File: src/rtl/hv_bundle_accumulator.sv
// Per-lane bundling accumulator: sums selector codes into symmetric saturating counters and
// emits the per-lane majority word per frame. Optional HV_TIE_BREAK_EN: ties resolve to lane parity.

module hv_bundle_lane #(
    parameter int NUM_IN = 2,
    parameter int CNT_W  = 8
`ifdef HV_TIE_BREAK_EN
    ,
    parameter bit TIE_BIT = 1'b0
`endif
) (
    input  logic                clk,
    input  logic                rst_n,
    input  logic                clr,
    input  logic                acc_en,
    input  logic [NUM_IN*2-1:0] codes,
    output logic                maj,
    output logic                clamp
);
    localparam int SW = CNT_W + 2;
    localparam logic signed [SW-1:0] MAXV = {3'b000, {(CNT_W-1){1'b1}}};
    localparam logic signed [SW-1:0] MINV = -MAXV;

    logic signed [CNT_W-1:0] cnt;
    logic signed [CNT_W-1:0] cnt_nxt;
    logic signed [SW-1:0]    sum;

    // Illegal code 2'b10 decodes to 0, same as 2'b00.
    always_comb begin
        sum = {{2{cnt[CNT_W-1]}}, cnt};
        for (int k = 0; k < NUM_IN; k++) begin
            case (codes[k*2 +: 2])
                2'b01:   sum = sum + SW'(1);
                2'b11:   sum = sum - SW'(1);
                default: sum = sum;
            endcase
        end
        clamp   = 1'b0;
        cnt_nxt = sum[CNT_W-1:0];
        if (sum > MAXV) begin
            clamp   = 1'b1;
            cnt_nxt = MAXV[CNT_W-1:0];
        end else if (sum < MINV) begin
            clamp   = 1'b1;
            cnt_nxt = MINV[CNT_W-1:0];
        end
    end

`ifdef HV_TIE_BREAK_EN
    assign maj = (cnt_nxt == '0) ? TIE_BIT : cnt_nxt[CNT_W-1];
`else
    assign maj = cnt_nxt[CNT_W-1];
`endif

    always_ff @(posedge clk or negedge rst_n) begin
        if (!rst_n)      cnt <= '0;
        else if (clr)    cnt <= '0;
        else if (acc_en) cnt <= cnt_nxt;
    end
endmodule

module hv_bundle_accumulator #(
    parameter int LANES  = 32,
    parameter int NUM_IN = 2,
    parameter int CNT_W  = 8
) (
    input  logic                      clk,
    input  logic                      rst_n,
    input  logic                      start,
    input  logic                      in_valid,
    input  logic [LANES*NUM_IN*2-1:0] sel_in,
    input  logic                      in_last,
    output logic                      out_valid,
    input  logic                      out_ready,
    output logic [LANES-1:0]          out_bits,
    output logic                      busy,
    output logic                      sat_flag
);
    typedef enum logic [1:0] {S_IDLE, S_ACCUM, S_OUT} state_t;

    state_t                             state;
    logic [LANES-1:0][NUM_IN*2-1:0]     sel_lane;
    logic [LANES-1:0]                   maj;
    logic [LANES-1:0]                   clamp;
    logic                               acc_en;

    assign sel_lane = sel_in;
    // A beat coinciding with start is dropped: start only clears.
    assign acc_en   = (state == S_ACCUM) && in_valid && !start;

    for (genvar l = 0; l < LANES; l++) begin : g_lane
        hv_bundle_lane #(
            .NUM_IN (NUM_IN),
            .CNT_W  (CNT_W)
`ifdef HV_TIE_BREAK_EN
            ,
            .TIE_BIT(l[0])
`endif
        ) u_lane (
            .clk   (clk),
            .rst_n (rst_n),
            .clr   (start),
            .acc_en(acc_en),
            .codes (sel_lane[l]),
            .maj   (maj[l]),
            .clamp (clamp[l])
        );
    end

    always_ff @(posedge clk or negedge rst_n) begin
        if (!rst_n) begin
            state     <= S_IDLE;
            out_valid <= 1'b0;
            out_bits  <= '0;
            busy      <= 1'b0;
            sat_flag  <= 1'b0;
        end else if (start) begin
            state     <= S_ACCUM;
            out_valid <= 1'b0;
            busy      <= 1'b1;
            sat_flag  <= 1'b0;
        end else begin
            case (state)
                S_ACCUM: begin
                    if (in_valid) begin
                        if (|clamp) sat_flag <= 1'b1;
                        if (in_last) begin
                            state     <= S_OUT;
                            out_valid <= 1'b1;
                            out_bits  <= maj;
                        end
                    end
                end
                S_OUT: begin
                    if (out_ready) begin
                        state     <= S_IDLE;
                        out_valid <= 1'b0;
                        busy      <= 1'b0;
                    end
                end
                default: ;
            endcase
        end
    end
endmodule

File: config.mk
export PLATFORM = sky130hd
export DESIGN_NAME = hv_bundle_accumulator
export DESIGN_NICKNAME = d
export VERILOG_FILES = /design/src/rtl/hv_bundle_accumulator.sv
export SDC_FILE = /design/constraint.sdc
export NUM_CORES = 2
export LEC_CHECK = 0
export CAP_MARGIN = 30
export CORE_ASPECT_RATIO = 0.6
export CORE_UTILIZATION = 42
export CTS_CLUSTER_SIZE = 20
export DETAILED_ROUTE_END_ITERATION = 16
export MAX_ROUTING_LAYER = met4
export PLACE_DENSITY_LB_ADDON = 0.08
export SYNTH_ARGS = -nofsm -noshare
export SYNTH_HDL_FRONTEND = slang
export SYNTH_SLANG_ARGS = --single-unit
File: constraint.sdc
create_clock -name clk -period 7.5 [get_ports clk]
set_input_delay 1.125 -clock clk [delete_from_list [all_inputs] [get_ports clk]]
set_output_delay 1.125 -clock clk [all_outputs]
set_load 0.02 [all_outputs]
Word level (Yosys, flattened, before mapping)
Index checks and enable logic that the tools add are counted.

cells by class
  add/sub/neg operators = 128
  multipliers = 0
  div/mod/pow operators = 0
  order comparisons = 64
  equality and inequality tests = 133
  shift-type cells = 0
  mux-type cells = 272
  bitwise operators = 1
  reduce and logical (&&, ||, !) cells = 15

operators with widths
  cell                   count
  $pmux 10 s2            64
  $mux 8                 128
  $add 10x2->10 const B  32
  $gt 10x8->1 const B    32
  $lt 10x8->1 const B    32
  $sub 10x2->10 const B  32
  $add 8x2->9 const B    32
  $sub 8x2->9 const B    32
  $eq 2x1->1 const B     65
  $eq 2x2->1 const B     65
  $mux 1                 74
  $reduce_or 32->1       1
  $reduce_bool 2->1      6
  $ne 3x3->1 const B     3
  $mux 2                 4
  $reduce_and 4->1       2
  $pmux 2 s2             1
  $reduce_and 3->1       1
  $reduce_bool 3->1      1
  $logic_and 1x1->1      2
  $pmux 1 s2             1
  $reduce_and 2->1       1
  $logic_not 1->1        1
  $not 1->1              1

storage, ports and cells
  bits in registers = 293
  latch bits = 0
  RAM bits = 0
  bits in read-only memories = 0
  input port bits = 134
  output and inout port bits = 35
  memories kept = 0

Logic depth before layout (Yosys ltp)
  word-level depth = 12
  mapped depth = 21

By module
A second synthesis with hierarchy kept.

second synthesis, totals
  cells, all modules = 5,745
  area, all modules = 47,543.1 um^2

by module, submodules not included
  module                                   times used  cells an instance  area each (um^2)
  hv_bundle_lane at g_lane[14].u_lane ...  21          175                1,420.1
  hv_bundle_lane at g_lane[0].u_lane ...   9           179                1,463.9
  hv_bundle_accumulator                    1           93                 1,544.0
  hv_bundle_lane at g_lane[9].u_lane       1           183                1,527.7
  hv_bundle_lane at g_lane[20].u_lane      1           183                1,473.9

Least setup slack after synthesis
OpenSTA, ideal clock, no wires.

  path kind = in2reg
  start = input sel_in[60]
  end = register sat_flag
  library setup time = 0.126 ns
  arrival = 5.106 ns
  data required time = 7.374 ns
  path slack = 2.268 ns
  stages on the path = 21
  cell sequence = clkbuf_1 -> clkbuf_1 -> nand2_1 -> xnor2_1 -> ha_1 -> or4_1 -> a31oi_1 -> o21ai_1 -> xor2_1 -> inv_1 -> ha_1 -> o21ai_0 -> a2111oi_0 -> or3_1 -> o221a_2 -> nor3_1 -> nor2b_1 -> o22ai_1 -> nor4_1 -> and4b_1 -> a21oi_1

between the ends
  word-level cells in the longest chain between the ends = 10
  elaborated cells on any way between the ends = 13
  those cells by class = 2 x add/sub; 2 x order compare; 2 x eq/ne; 4 x mux; 3 x reduce/logical

ends and longest elaborated chain
  item                                                   RTL line  RTL
  start, declared                                        71        input logic [LANES*NUM_IN*2-1:0] sel_in,
  $eq 2x2->1 / $eq 2x1->1 (equally long branches)        32        case (codes[k*2 +: 2])
  $pmux 10 s2 *                                          32
  $sub 10x2->10 / $add 10x2->10 (equally long branches)  34, 33
  $pmux 10 s2 *                                          32
  $lt 10x8->1                                            43        end else if (sum < MINV) begin
  $mux 1                                                 43
  $mux 1 *                                               40        if (sum > MAXV) begin
  $reduce_or 32->1 *                                     126       if (|clamp) sat_flag <= 1'b1;
  $reduce_bool 2->1 (no source line) *                   --
  $reduce_and 3->1 (no source line) *                    --
  end signal, assigned                                   116       sat_flag <= 1'b0;
  end signal, assigned                                   121       sat_flag <= 1'b0;
  end signal, assigned                                   126
  end, declared                                          77        output logic sat_flag

Mark *: on every way between the ends. The rest lies on a longest branch, timed or not.
A chain may end at the register's enable or synchronous reset.

Worst setup path in the final report
  start = input sel_in[80]
  end = register sat_flag

Same word-level chain as after synthesis.

==> results.cfg <==
[run_status]
status = completed

[global_routing]
grt_pass1_vias = 36000
gr-total-overflow = 0
grt_max_degree = 151
grt_pass1_wl_mm = 201
grt.total_usage_pct = 25.1
antenna_found_initial = 7

[floorplanning]
start_util_pct = 42.6
core-area_mm2 = 0.0966
die_w_um = 406
rows = 88
die-area_mm2 = 0.0992
die-height_um = 244
ios = 169

[logic_synthesis]
yosys.cell_types.count = 99
syn-instance-count = 5407
synth-edff-count = 0
synth_nets = 5861
yosysWarnings = 0
ys_seq_elements = 292
synthArstFlopShare_pct = 100
avgSynthCellArea_um2 = 7.61
netlist_area_mm2 = 0.0411
synthFlopType = dfrtp_1
ys_seq_area_share_pct = 17.8

[placed_design]
finalWeightedCongestion = 0.936
portBuffers = 168
place_inst = 6614
placed_area_mm2 = 0.0437
place_ws_ns = 0.502
dp_hpwl_mm = 93.8

[clocking]
clock_latency_ns = 0.59
ctsLongestPathBuffers = 3
cts_buffers = 37
clock-sinks = 292
cts_tree = yes
postCtsHoldBufs = 0
htreeDepth = 2
cts_resized = 0
clkTransAtPathRegs_ns = 0.06
cts_root_buffer = clkbuf_16
postCtsSetupBuffers = 0

[timing]
final_max_slew_viol_count = 0
final.setup.tns_ns = 0
hold_slack_ns = 0.478
timing.final.ws_setup_ns = 1.37
fin_skew_ns = 0.0317
fin_crit_ns = 6.13
hold_viol = 0
worst_pin_slew_ns = 0.964
post-route-period-util_pct = 81.7
worst_slew_margin_rel_pct = 35.5
fmax_mhz = 163
rsz0062_at_grt = false
setup_viol = 0

[critical_path]
critPathMaxFanout = 13
crit_type = in -> reg
required_ns = 8.01
r2r_cells = 18
r2r-start = g_lane[20].u_lane.cnt[1]
reg2reg_slack_ns = 2.41
r2r-end = sat_flag
worstPathArrival_ns = 6.63
cp-end-kind = flip-flop
startpoint_type = input port

[routing]
drt_iter0_markers = 3810
vias = 40700
routed_wl_mm = 124
vias_per_cell = 6.09
drt-met1-wl_mm = 67.9
top_layer_used = met4
met2_wirelength_mm = 46.9
drc_errors = 0
wl_met3_mm = 7.52
wire_per_inst_um = 18.6
ant_nets = 0
dr.pass1.iters = 6

[layout]
fill_cells = 9621
multiInputGateArea_mm2 = 0.0317
finish.instance_area_mm2 = 0.0449
layout-drive-gt1-share_pct = 4.86
seqCellArea_mm2 = 0.00731
fin_util_pct = 46.5
final_nets = 5803
final_cells = 6688
area_growth_pct = 9.11

[power_and_ir_drop]
p_per_area_mw_per_mm2 = 279
p_leak_nw = 19.4
ir_drop_uv = 144
finalPower_mw = 12.5

[hold_path]
min_from = out_bits[31]
holdPathStages = 2
holdPathEnd = out_bits[31]
hp-class = reg -> reg

[job]
maxCapViolations = 0
[synthesized netlist by cell type (all sizes together) (121+ instances only)]
library cell / count / area, um2
nand2: 508 / 1910
xor2: 131 / 1150
dfrtp: 292 / 7310
a21oi: 266 / 1330
nor2: 364 / 1370
ha: 288 / 3600
nor3: 140 / 701
nor2b: 121 / 757
o21ai: 418 / 2090
nand3: 124 / 621
xnor2: 233 / 2060
inv: 269 / 1010
clkbuf: 265 / 995
[worst max path at each step]
stage                    start        to  slack, ns  depth (start not counted)
floorplan           sel_in[60]  sat_flag       2.27                         21
global placement    sel_in[80]  sat_flag       0.09                         19
detailed placement  sel_in[80]  sat_flag       0.50                         19
CTS                 sel_in[80]  sat_flag       1.10                         19
global route        sel_in[80]  sat_flag       0.93                         19
finish              sel_in[80]  sat_flag       1.37                         20
[layer usage]
metal / up-vias / GRT usage (%)
met3: 108 / 3.30
li1: 20200 / -
met2: 1127 / 31.9
met1: 19200 / 40.7
met5: - / -
met4: 0 / 4.25
[layout by cell type, fill, tap and decap left out, types with 55 or more instances in the layout]
cell             count
a21o_1              59
o21a_1              76
inv_1              265
ha_1               288
xor2_1             131
mux2i_1             83
dfrtp_1            292
mux2_2              83
nor2_1             363
nor3b_1             72
o211ai_1            62
nor3_1             140
a21oi_1            265
xnor2_1            231
nor2b_1            121
nor4_1              65
a22o_1              98
nand2_1            507
or3_1               76
nand2b_1            96
a211oi_1            55
o22ai_1             75
nand3_1            123
clkdlybuf4s50_1    167
o21ai_0            364
a31oi_1             70
[cell type report]
class | instances | share of cell area [%]
inverter | 279 | 2.33
multi-input combinational | 4535 | 70.6
timing repair buffer | 204 | 4.47
tap | 1305 | 3.64
clock buffer | 52 | 2.37
antenna | 9 | 0.0502
clock inverter | 12 | 0.290
sequential | 292 | 16.3
[sequential cells by signal, summed over array words and instances, names as in the netlist]
signal,count
busy,1
state,1
sat_flag,1
out_valid,1
out_bits,32
g_lane.u_lane.cnt,256
[critical path: stages]
cell and delay, ns:
clkdlybuf4s50_1 0.79, nand2_1 0.22, xnor2_1 0.19, ha_1 0.24
a22oi_1 0.15, or4_1 0.54, a21boi_0 0.23, xor2_1 0.22
ha_1 0.35, o21a_1 0.23, nand3_1 0.08, a21o_1 0.11
a41oi_1 0.12, o21ai_1 0.65, nor3_1 0.14, a21oi_1 0.65
a2111oi_2 0.06, clkbuf_4 0.22, and4b_1 0.20, a21oi_1 0.11
[logic make-up (layout without fill, tap and decap cells)]
logic type | Yosys count | after routing | share of synthesized area, %
adders and majority gates | 320 | 320 | 10.3
AOI/OAI and AO/OA | 1660 | 1660 | 27.8
xor gates and xnor gates | 364 | 364 | 7.79
other | 0 | 9 | 0
and+or+nand+nor | 2025 | 2025 | 26.7
muxes | 166 | 166 | 4.29
buffers and inverters | 580 | 547 | 5.35
DFF | 292 | 292 | 17.8
[where the power goes]
part           internal [mW]  total [mW]  switching [mW]
logic                   3.40        8.01            4.61
clock network           1.06        1.86           0.796
registers               1.93        2.66           0.725
(Power assumes the default switching activity.)
